## src/rtl/bfp_pkg.sv

```systemverilog
// Shared widths and sequencer state type for the BFP weight-stationary multiplier.
package bfp_pkg;

  localparam int GRPSIZE       = 16;
  localparam int BFPEXPSIZE    = 8;
  localparam int BFPMANSIZE    = 4;
  localparam int MULBFPMANSIZE = (BFPMANSIZE - 1) * 2;

  typedef enum logic [1:0] {
    IDLE   = 2'd0,
    LOAD_W = 2'd1,
    STREAM = 2'd2,
    DRAIN  = 2'd3
  } seq_state_t;

endpackage

```

## src/rtl/bfp_multiplier.sv

```systemverilog
// Combinational BFP group multiplier: exponent sum plus per-element sign/magnitude product.
module bfp_multiplier #(
  parameter int GRPSIZE       = bfp_pkg::GRPSIZE,
  parameter int BFPEXPSIZE    = bfp_pkg::BFPEXPSIZE,
  parameter int BFPMANSIZE    = bfp_pkg::BFPMANSIZE,
  parameter int MULBFPMANSIZE = bfp_pkg::MULBFPMANSIZE
) (
  input  logic [BFPEXPSIZE-1:0]            w_exp,
  input  logic [GRPSIZE*BFPMANSIZE-1:0]    w_man,
  input  logic [BFPEXPSIZE-1:0]            a_exp,
  input  logic [GRPSIZE*BFPMANSIZE-1:0]    a_man,
  output logic [BFPEXPSIZE:0]              prod_exp,
  output logic [GRPSIZE-1:0]               prod_sign,
  output logic [GRPSIZE*MULBFPMANSIZE-1:0] prod_man
);

  localparam int MAGW = BFPMANSIZE - 1;

  assign prod_exp = {1'b0, w_exp} + {1'b0, a_exp};

  // Zero magnitudes keep their XOR sign; no normalisation is applied.
  always_comb begin
    prod_sign = '0;
    prod_man  = '0;
    for (int i = 0; i < GRPSIZE; i++) begin
      prod_sign[i] = w_man[i*BFPMANSIZE + MAGW] ^ a_man[i*BFPMANSIZE + MAGW];
      prod_man[i*MULBFPMANSIZE +: MULBFPMANSIZE] =
        MULBFPMANSIZE'(w_man[i*BFPMANSIZE +: MAGW]) * MULBFPMANSIZE'(a_man[i*BFPMANSIZE +: MAGW]);
    end
  end

endmodule

```

## src/rtl/bfp_ws_mul_seq.sv

```systemverilog
// Weight-stationary sequencer: holds one weight group and streams activation groups
// through the BFP multiplier into a single backpressured result register.
module bfp_ws_mul_seq
  import bfp_pkg::*;
#(
  parameter int GRPSIZE       = bfp_pkg::GRPSIZE,
  parameter int BFPEXPSIZE    = bfp_pkg::BFPEXPSIZE,
  parameter int BFPMANSIZE    = bfp_pkg::BFPMANSIZE,
  parameter int MULBFPMANSIZE = bfp_pkg::MULBFPMANSIZE,
  parameter int CNTW          = 8
) (
  input  logic                             i_clk,
  input  logic                             i_rst,
  input  logic                             i_start,
  input  logic [CNTW-1:0]                  i_num_grp,
  input  logic                             i_w_valid,
  output logic                             o_w_ready,
  input  logic [BFPEXPSIZE-1:0]            i_w_E,
  input  logic [GRPSIZE*BFPMANSIZE-1:0]    i_w_M,
  input  logic                             i_a_valid,
  output logic                             o_a_ready,
  input  logic [BFPEXPSIZE-1:0]            i_a_E,
  input  logic [GRPSIZE*BFPMANSIZE-1:0]    i_a_M,
  output logic                             o_rslt_valid,
  input  logic                             i_rslt_ready,
  output logic [GRPSIZE-1:0]               o_rslt_sign,
  output logic [BFPEXPSIZE:0]              o_rslt_exp,
  output logic [GRPSIZE*MULBFPMANSIZE-1:0] o_rslt_man,
  output logic                             o_rslt_last,
  output logic                             o_busy,
  output logic                             o_done
);

  seq_state_t                       state, state_nxt;
  logic [CNTW-1:0]                  rem;
  logic                             w_ready, a_ready, done_set;
  logic                             w_hs, a_hs, rslt_hs;

  logic [BFPEXPSIZE-1:0]            w_exp_p0;
  logic [GRPSIZE*BFPMANSIZE-1:0]    w_man_p0;
  logic [BFPEXPSIZE:0]              mul_exp;
  logic [GRPSIZE-1:0]               mul_sign;
  logic [GRPSIZE*MULBFPMANSIZE-1:0] mul_man;

  logic                             vld_p1, last_p1, done_p1;
  logic [BFPEXPSIZE:0]              rslt_exp_p1;
  logic [GRPSIZE-1:0]               rslt_sign_p1;
  logic [GRPSIZE*MULBFPMANSIZE-1:0] rslt_man_p1;

  assign w_hs    = w_ready && i_w_valid;
  assign a_hs    = a_ready && i_a_valid;
  assign rslt_hs = vld_p1 && i_rslt_ready;

  always_ff @(posedge i_clk) begin
    if (i_rst) state <= IDLE;
    else       state <= state_nxt;
  end

  always_comb begin
    state_nxt = state;
    w_ready   = 1'b0;
    a_ready   = 1'b0;
    done_set  = 1'b0;
    case (state)
      IDLE: begin
        if (i_start) begin
          if (i_num_grp != '0) state_nxt = LOAD_W;
          else                 done_set  = 1'b1;
        end
      end
      LOAD_W: begin
        w_ready = 1'b1;
        if (i_w_valid) state_nxt = STREAM;
      end
      STREAM: begin
        a_ready = (rem != '0) && (!vld_p1 || i_rslt_ready);
        if (a_ready && i_a_valid && rem == CNTW'(1)) state_nxt = DRAIN;
      end
      DRAIN: begin
        if (rslt_hs && last_p1) begin
          state_nxt = IDLE;
          done_set  = 1'b1;
        end
      end
      default: state_nxt = IDLE;
    endcase
  end

  always_ff @(posedge i_clk) begin
    if (i_rst) begin
      rem     <= '0;
      done_p1 <= 1'b0;
    end else begin
      done_p1 <= done_set;
      if (state == IDLE && i_start) rem <= i_num_grp;
      else if (a_hs)                rem <= rem - CNTW'(1);
    end
  end

  // Stage p0: stationary weight register.
  always_ff @(posedge i_clk) begin
    if (i_rst) begin
      w_exp_p0 <= '0;
      w_man_p0 <= '0;
    end else if (w_hs) begin
      w_exp_p0 <= i_w_E;
      w_man_p0 <= i_w_M;
    end
  end

  bfp_multiplier #(
    .GRPSIZE       (GRPSIZE),
    .BFPEXPSIZE    (BFPEXPSIZE),
    .BFPMANSIZE    (BFPMANSIZE),
    .MULBFPMANSIZE (MULBFPMANSIZE)
  ) u_mul (
    .w_exp     (w_exp_p0),
    .w_man     (w_man_p0),
    .a_exp     (i_a_E),
    .a_man     (i_a_M),
    .prod_exp  (mul_exp),
    .prod_sign (mul_sign),
    .prod_man  (mul_man)
  );

  // Stage p1: result register; a new accept overwrites a result handshaken in the same cycle.
  always_ff @(posedge i_clk) begin
    if (i_rst) begin
      vld_p1       <= 1'b0;
      last_p1      <= 1'b0;
      rslt_exp_p1  <= '0;
      rslt_sign_p1 <= '0;
      rslt_man_p1  <= '0;
    end else if (a_hs) begin
      vld_p1       <= 1'b1;
      last_p1      <= (rem == CNTW'(1));
      rslt_exp_p1  <= mul_exp;
      rslt_sign_p1 <= mul_sign;
      rslt_man_p1  <= mul_man;
    end else if (rslt_hs) begin
      vld_p1  <= 1'b0;
      last_p1 <= 1'b0;
    end
  end

  assign o_w_ready    = w_ready;
  assign o_a_ready    = a_ready;
  assign o_rslt_valid = vld_p1;
  assign o_rslt_last  = last_p1;
  assign o_rslt_exp   = rslt_exp_p1;
  assign o_rslt_sign  = rslt_sign_p1;
  assign o_rslt_man   = rslt_man_p1;
  assign o_busy       = (state != IDLE);
  assign o_done       = done_p1;

endmodule

```

## config.mk

```make
export PLATFORM = sky130hd
export DESIGN_NAME = bfp_ws_mul_seq
export DESIGN_NICKNAME = d
export VERILOG_FILES = /design/src/rtl/bfp_pkg.sv /design/src/rtl/bfp_multiplier.sv /design/src/rtl/bfp_ws_mul_seq.sv
export SDC_FILE = /design/constraint.sdc
export NUM_CORES = 1
export LEC_CHECK = 0
export BUFFER_PORTS_ARGS = -buffer_cell sky130_fd_sc_hd__buf_2
export CAP_MARGIN = 20
export CORE_UTILIZATION = 53
export DETAILED_ROUTE_END_ITERATION = 16
export PLACE_DENSITY = 0.8
export SETUP_SLACK_MARGIN = 0.2
export SLEW_MARGIN = 10
export SYNTH_ARGS = -nofsm -noshare
export SYNTH_HDL_FRONTEND = slang
export SYNTH_SLANG_ARGS = --single-unit
```

## constraint.sdc

```tcl
create_clock -name i_clk -period 2.6 [get_ports i_clk]
set_input_delay 0.52 -clock i_clk [delete_from_list [all_inputs] [get_ports i_clk]]
set_output_delay 0.52 -clock i_clk [all_outputs]
set_load 0.01 [all_outputs]
```

==> flow_summary.json, run 1 <==
{
  "status": "finished clean",
  "worstPathRequired_ps": 2080,
  "dp.final_hpwl_um": 18600,
  "design.final.nets": 1811,
  "final.setup.tns_ps": 0,
  "multi_input_area_sq_um": 6100,
  "post_synth_main_area_contributors": "sky130_fd_sc_hd__dfxtp_1 39%, sky130_fd_sc_hd__ha_1 11%, sky130_fd_sc_hd__nand2_1 10%",
  "place.detailed.instances": 1765,
  "worst_hold_slack_ps": 252,
  "global_route.usage.total": 0.252,
  "postCtsSetupBuffers": 0,
  "timing.hold.worst_path_depth": 3,
  "synth_largest_area_cell": "sky130_fd_sc_hd__dfxtp_1",
  "cts_tree": "yes",
  "post_route_total_power_uw": 9030,
  "clock-root-buffer": "sky130_fd_sc_hd__clkbuf_16",
  "seq_area_frac_synth": 0.386,
  "cts_inserted_buffers": 23,
  "hold_path_end": "w_exp_p0[2]",
  "final-instance-count-excl-fill": 1808,
  "floorplan.die.height_um": 144,
  "final_period_minus_worst_setup_slack_ps": 2220,
  "postRouteAntennaNets": 0,
  "wire_length_of_the_first_global_routing_pass_um": 42300,
  "drc_errors": 0,
  "yosys.cell_count.top_type": "sky130_fd_sc_hd__nand2_1",
  "cts_num_sinks": 206,
  "vdd_drop_max_mv": 0.530,
  "max_cap_violations": 0,
  "start_util": 0.546,
  "worstPathMaxFanout": 5,
  "worst_slew_pin_slew_ps": 468,
  "endpoint_kind_of_the_worst_setup_timing_path": "primary output",
  "globalplace.congestion": 0.842,
  "cts-root-to-sink-buffers": 3,
  "synth_top_cells_by_count": "297 x sky130_fd_sc_hd__nand2_1, 206 x sky130_fd_sc_hd__dfxtp_1, 151 x sky130_fd_sc_hd__a21oi_1",
  "finalSetupViolCount": 0,
  "cts-resized-gates": 0,
  "final_min_period_over_clock_period": 0.855,
  "hold_buf_count_cts": 0,
  "min-delay-path-class": "in -> reg",
  "drt_iter0_drc": 372,
  "fillCellCount": 1677,
  "rsz0062_at_grt": "false",
  "skew_pair_late_insertion_delay_ps": 500,
  "route.vias.total": 9484,
  "cts-htree-levels": 1,
  "fmax_mhz": 450,
  "grt_overflow_total": 0,
  "die_span_in_x_um": 144,
  "synth.yosys.warnings": 0,
  "r2r-start": "w_man_p0[32]",
  "synth_edf_count": 0,
  "grt_pass1_vias": 9071,
  "antenna_found_initial": 3,
  "worst_slew_margin_rel": 0.680,
  "critical_path.startpoint_type": "register",
  "synthesis.instances": 1270,
  "hold_path.startpoint": "i_w_E[2]",
  "core-area_sq_um": 19600,
  "ys_types": 39,
  "critical_path_arrival_ps": 1700,
  "number_of_top_level_design_ports": 285,
  "syn-mean-instance-area_sq_um": 8.42,
  "synthesis.nets": 1556,
  "power_leakage_uw": 0.00603,
  "fp-row-count": 51,
  "totalWireLength_um": 26500,
  "timing_hold_violations_final": 0,
  "post_dr_wirelength_cell_um": 14.6,
  "synth.cell_area_sq_um": 10700,
  "syn2layout_area_growth_pct": 22.0,
  "slew_viol_final": 0,
  "asyncSetResetFlopFracSynth": 0,
  "share_of_final_layout_standard_cells_stronger_than_drive_strength_1": 0.220,
  "skew_ps": 9.11,
  "critical_path_class": "reg -> out",
  "grt_max_degree": 94,
  "port_buffer_count": 284,
  "timing.rr.end": "o_rslt_man[52]",
  "floorplan.die_area_sq_um": 20700,
  "regToRegSetupSlack_ps": 440,
  "timing.reg2reg.worst_path_depth": 7,
  "layout.area.seq_sq_um": 4120,
  "synth_largest_type_area_fraction": 0.386,
  "via_per_inst": 5.25,
  "power_density_relative_to_cell_area_nw_per_um2": 693,
  "top_ff_cell_synth": "sky130_fd_sc_hd__dfxtp_1",
  "ys_ff_latch": 206,
  "firstDrtPassIters": 5,
  "clk_pin_slew_ps": 60
}
## flip-flops by register name, summed over array words and instances, names as in the netlist
register      cells
o_rslt_man       96
w_man_p0         64
o_rslt_sign      16
o_rslt_exp        9
rem               8
w_exp_p0          8
state             2
o_done            1
o_rslt_last       1
o_rslt_valid      1
## worst max-delay path by stage
stage / startpoint / endpoint / slack, ps / depth (start not counted)
after global routing: rem[0] / o_a_ready / 220 / 5
after global placement: i_a_M[22] / o_rslt_man[34] / 260 / 9
final: rem[0] / o_a_ready / 380 / 5
after detailed placement: i_a_M[38] / o_rslt_man[58] / 200 / 9
after floorplan: i_a_M[22] / o_rslt_man[34] / 420 / 8
after CTS: rem[0] / o_a_ready / 360 / 5
## worst max-delay path, cell delays in order (launching register included)
cell and delay (ps):
sky130_fd_sc_hd__dfxtp_1 400, sky130_fd_sc_hd__inv_1 100, sky130_fd_sc_hd__ha_1 250, sky130_fd_sc_hd__and3_4 190, sky130_fd_sc_hd__nor2_1 130, sky130_fd_sc_hd__buf_2 150
## cells by family after synthesis
kind of cell	share of synthesized area
XOR/XNOR	0.0344
buffers and inverters	0.0440
AO/OA/AOI/OAI	0.138
AND/OR/NAND/NOR	0.225
adder cells (fa/ha/maj)	0.173
flip-flops	0.386
## cell type report
cell class | instances | share of cell area
inverters | 48 | 0.0138
clock buffers | 30 | 0.0469
well taps | 265 | 0.0254
diodes | 3 | 0.000576
clock inverters | 10 | 0.00432
flip-flops and latches | 206 | 0.316
repair buffers | 296 | 0.124
multi-input cells | 950 | 0.468
## metal layers
| metal | track usage | wire [um] | vias up |
|---|---|---|---|
| met5 | 0 | 23 | - |
| met3 | 0.0576 | 1840 | 68 |
| met4 | 0.0974 | 904 | 4 |
| met1 | 0.303 | 10900 | 4387 |
| met2 | 0.434 | 12800 | 275 |
| li1 | - | - | 4750 |
## through the flow
stage | setup slack (ps) | utilization | area [sq um]
CTS | 358 | 0.665 | 13000
floorplan | 423 | - | 10700
detailed placement | 200 | 0.631 | 12400
global placement | 256 | 0.631 | 12400
global route | 220 | 0.665 | 13000
finish | 376 | 0.665 | 13000
## placed cells by master, fill, tap and decap left out, types with 3 or more instances in the layout
master / Yosys / routed
sky130_fd_sc_hd__nor3b_1: 3 / 3
sky130_fd_sc_hd__dfxtp_1: 206 / 206
sky130_fd_sc_hd__buf_4: 6 / 4
sky130_fd_sc_hd__fa_1: 33 / 33
sky130_fd_sc_hd__clkbuf_16: 0 / 23
sky130_fd_sc_hd__nor2_1: 66 / 66
sky130_fd_sc_hd__inv_1: 48 / 48
sky130_fd_sc_hd__or4_1: 4 / 4
sky130_fd_sc_hd__ha_1: 95 / 95
sky130_fd_sc_hd__nor3_1: 18 / 18
sky130_fd_sc_hd__nand4_1: 3 / 3
sky130_fd_sc_hd__a21oi_1: 151 / 151
sky130_fd_sc_hd__nand3b_1: 3 / 3
sky130_fd_sc_hd__nand3_1: 22 / 22
sky130_fd_sc_hd__o21ai_0: 5 / 5
sky130_fd_sc_hd__diode_2: 0 / 3
sky130_fd_sc_hd__clkbuf_1: 44 / 6
sky130_fd_sc_hd__xnor2_1: 40 / 40
sky130_fd_sc_hd__clkinv_2: 0 / 9
sky130_fd_sc_hd__o211ai_1: 3 / 3
sky130_fd_sc_hd__nand2_1: 297 / 296
sky130_fd_sc_hd__a21o_1: 20 / 20
sky130_fd_sc_hd__buf_12: 0 / 8
sky130_fd_sc_hd__buf_2: 16 / 283
sky130_fd_sc_hd__and2_1: 106 / 105
sky130_fd_sc_hd__a211oi_1: 59 / 59
## power by group
group / internal [uW] / switching (uW) / total, uW
clock network: 1660 / 1300 / 2960
registers: 3510 / 251 / 3760
logic: 924 / 1380 / 2300
Power figures use the tool's default switching activity.
==> run 2, diff against run 1 <==
--- a/config.mk
+++ b/config.mk
@@ -9,7 +9,7 @@
 export CAP_MARGIN = 20
 export CORE_UTILIZATION = 53
 export DETAILED_ROUTE_END_ITERATION = 16
-export PLACE_DENSITY = 0.8
+export PLACE_DENSITY = 0.77
 export SETUP_SLACK_MARGIN = 0.2
 export SLEW_MARGIN = 10
 export SYNTH_ARGS = -nofsm -noshare
==> run 2 against run 1 <==
Non-clock buffer count up 2. Critical path depth unchanged. Via count down 0.33%. Final cell count up 0.11%. Clock power up 5%. Count of clock-buffer cells in the layout up 4. Power up 1.8%. Worst setup slack worse by 23 ps. Utilization up 0.42 points. Register-to-register slack better by 20 ps. Combinational power about the same. Critical path type unchanged. Critical endpoint unchanged. Highest routed layer unchanged.
==> flow_summary.json, run 2 (same netlist as run 1, synthesis figures left out) <==
{
  "hold_path.startpoint": "i_w_M[55]",
  "timing.critical_path.slowest_stage_cell": "sky130_fd_sc_hd__dfxtp_1",
  "final_period_minus_worst_setup_slack_ps": 2250,
  "grt_pass1_vias": 9010,
  "syn2layout_area_growth_pct": 22.7,
  "layout.cells.most_common": "sky130_fd_sc_hd__nand2_1",
  "core-area_sq_um": 19600,
  "dp.final_hpwl_um": 18700,
  "critical_path_class": "reg -> out",
  "drc_errors": 0,
  "slew_viol_final": 0,
  "route.vias.total": 9453,
  "start_util": 0.546,
  "critical_path.max_stage_delay_ps": 420,
  "share_of_final_layout_standard_cells_stronger_than_drive_strength_1": 0.221,
  "fmax_mhz": 445,
  "clock-root-buffer": "sky130_fd_sc_hd__clkbuf_16",
  "largest_register_ffs": 96,
  "firstDrtPassIters": 6,
  "worstPathMaxFanout": 5,
  "die_span_in_x_um": 144,
  "wire_length_of_the_first_global_routing_pass_um": 42500,
  "power_leakage_uw": 0.00605,
  "antenna_found_initial": 5,
  "r2r-start": "w_man_p0[36]",
  "final-instance-count-excl-fill": 1810,
  "status": "finished clean",
  "floorplan.die_area_sq_um": 20700,
  "critical_path_arrival_ps": 1730,
  "final_cell_mix": "296 x sky130_fd_sc_hd__nand2_1, 283 x sky130_fd_sc_hd__buf_2, 206 x sky130_fd_sc_hd__dfxtp_1",
  "timing.critical_path.from": "rem[0]",
  "grt_max_degree": 89,
  "via_per_inst": 5.22,
  "worst_slew_pin_slew_ps": 472,
  "power_density_relative_to_cell_area_nw_per_um2": 701,
  "timing_hold_violations_final": 0,
  "clk_pin_slew_ps": 60,
  "cts-resized-gates": 0,
  "cts_num_sinks": 206,
  "worst_hold_slack_ps": 259,
  "endpoint_kind_of_the_worst_setup_timing_path": "primary output",
  "place.detailed.instances": 1767,
  "postRouteAntennaNets": 0,
  "global_route.usage.total": 0.253,
  "floorplan.die.height_um": 144,
  "grt_overflow_total": 0,
  "fp-row-count": 51,
  "skew_ps": 13.7,
  "crit_chain": "inv_1, ha_1, and3_4, nor2_1, buf_2",
  "number_of_top_level_design_ports": 285,
  "cts-root-to-sink-buffers": 3,
  "final.setup.tns_ps": 0,
  "worstPathRequired_ps": 2080,
  "hold_buf_count_cts": 0,
  "finalSetupViolCount": 0,
  "max_cap_violations": 0,
  "totalWireLength_um": 26200,
  "port_buffer_count": 284,
  "globalplace.congestion": 0.860,
  "cts-htree-levels": 1,
  "critical_path.startpoint_type": "register",
  "rsz0062_at_grt": "false",
  "final_min_period_over_clock_period": 0.864,
  "drt_iter0_drc": 350,
  "min-delay-path-class": "in -> reg",
  "worst_slew_margin_rel": 0.678,
  "cts_tree": "yes",
  "cts_inserted_buffers": 23,
  "skew_pair_late_insertion_delay_ps": 500,
  "design.final.nets": 1813,
  "post_dr_wirelength_cell_um": 14.5,
  "fillCellCount": 1622,
  "vdd_drop_max_mv": 0.419,
  "postCtsSetupBuffers": 0
}
## run 2: final cells by class
| class | count | area [sq um] | area share |
|---|---|---|---|
| clock inverter | 5 | 52.6 | 0.00401 |
| timing repair buffer | 298 | 1650 | 0.125 |
| antenna | 4 | 10.0 | 0.000763 |
| multi-input combinational | 950 | 6100 | 0.465 |
| inverter | 48 | 180 | 0.0137 |
| tap | 265 | 332 | 0.0253 |
| sequential | 206 | 4120 | 0.314 |
| clock buffer | 34 | 667 | 0.0508 |
## run 2: worst paths after layout
| check | endpoint | slack, ps | depth (start not counted) |
|---|---|---|---|
| worst max register to register | o_rslt_man[58] | 460 | 8 |
| worst min-delay path | w_man_p0[55] | 260 | 3 |
| worst max-delay path | o_a_ready | 350 | 5 |
| worst min register to register | o_rslt_man[66] | 450 | 2 |
## run 2: metrics by stage
step / power, uW / setup slack, ps / util / area [sq um]
3_5_place_dp: 6150 / 203 / 0.632 / 12400
3_3_place_gp: 6080 / 271 / 0.632 / 12400
4_1_cts: 9260 / 346 / 0.669 / 13100
6_report: 9190 / 353 / 0.669 / 13100
5_1_grt: 9720 / 279 / 0.669 / 13100
2_1_floorplan: 5330 / 423 / - / 10700
## run 2: routing by layer
| layer | routed length [um] | up-vias | track usage |
|---|---|---|---|
| li1 | - | 4743 | - |
| met1 | 11000 | 4350 | 0.309 |
| met2 | 12300 | 291 | 0.428 |
| met3 | 1910 | 67 | 0.0576 |
| met4 | 1020 | 2 | 0.108 |
| met5 | 9 | - | 0 |
## run 2: critical path, delay by kind of cell, from the launching register on
| family | cells | cell delay, ps |
|---|---|---|
| fa+ha+maj | 1 | 250 |
| simple gates | 2 | 320 |
| flops | 1 | 420 |
| buf+inv | 2 | 250 |
## run 2: report_power, final
part	switching [uW]	leakage, uW	internal (uW)
clock	1240	0.000353	1860
combinational	1400	0.00403	937
sequential	247	0.00167	3510
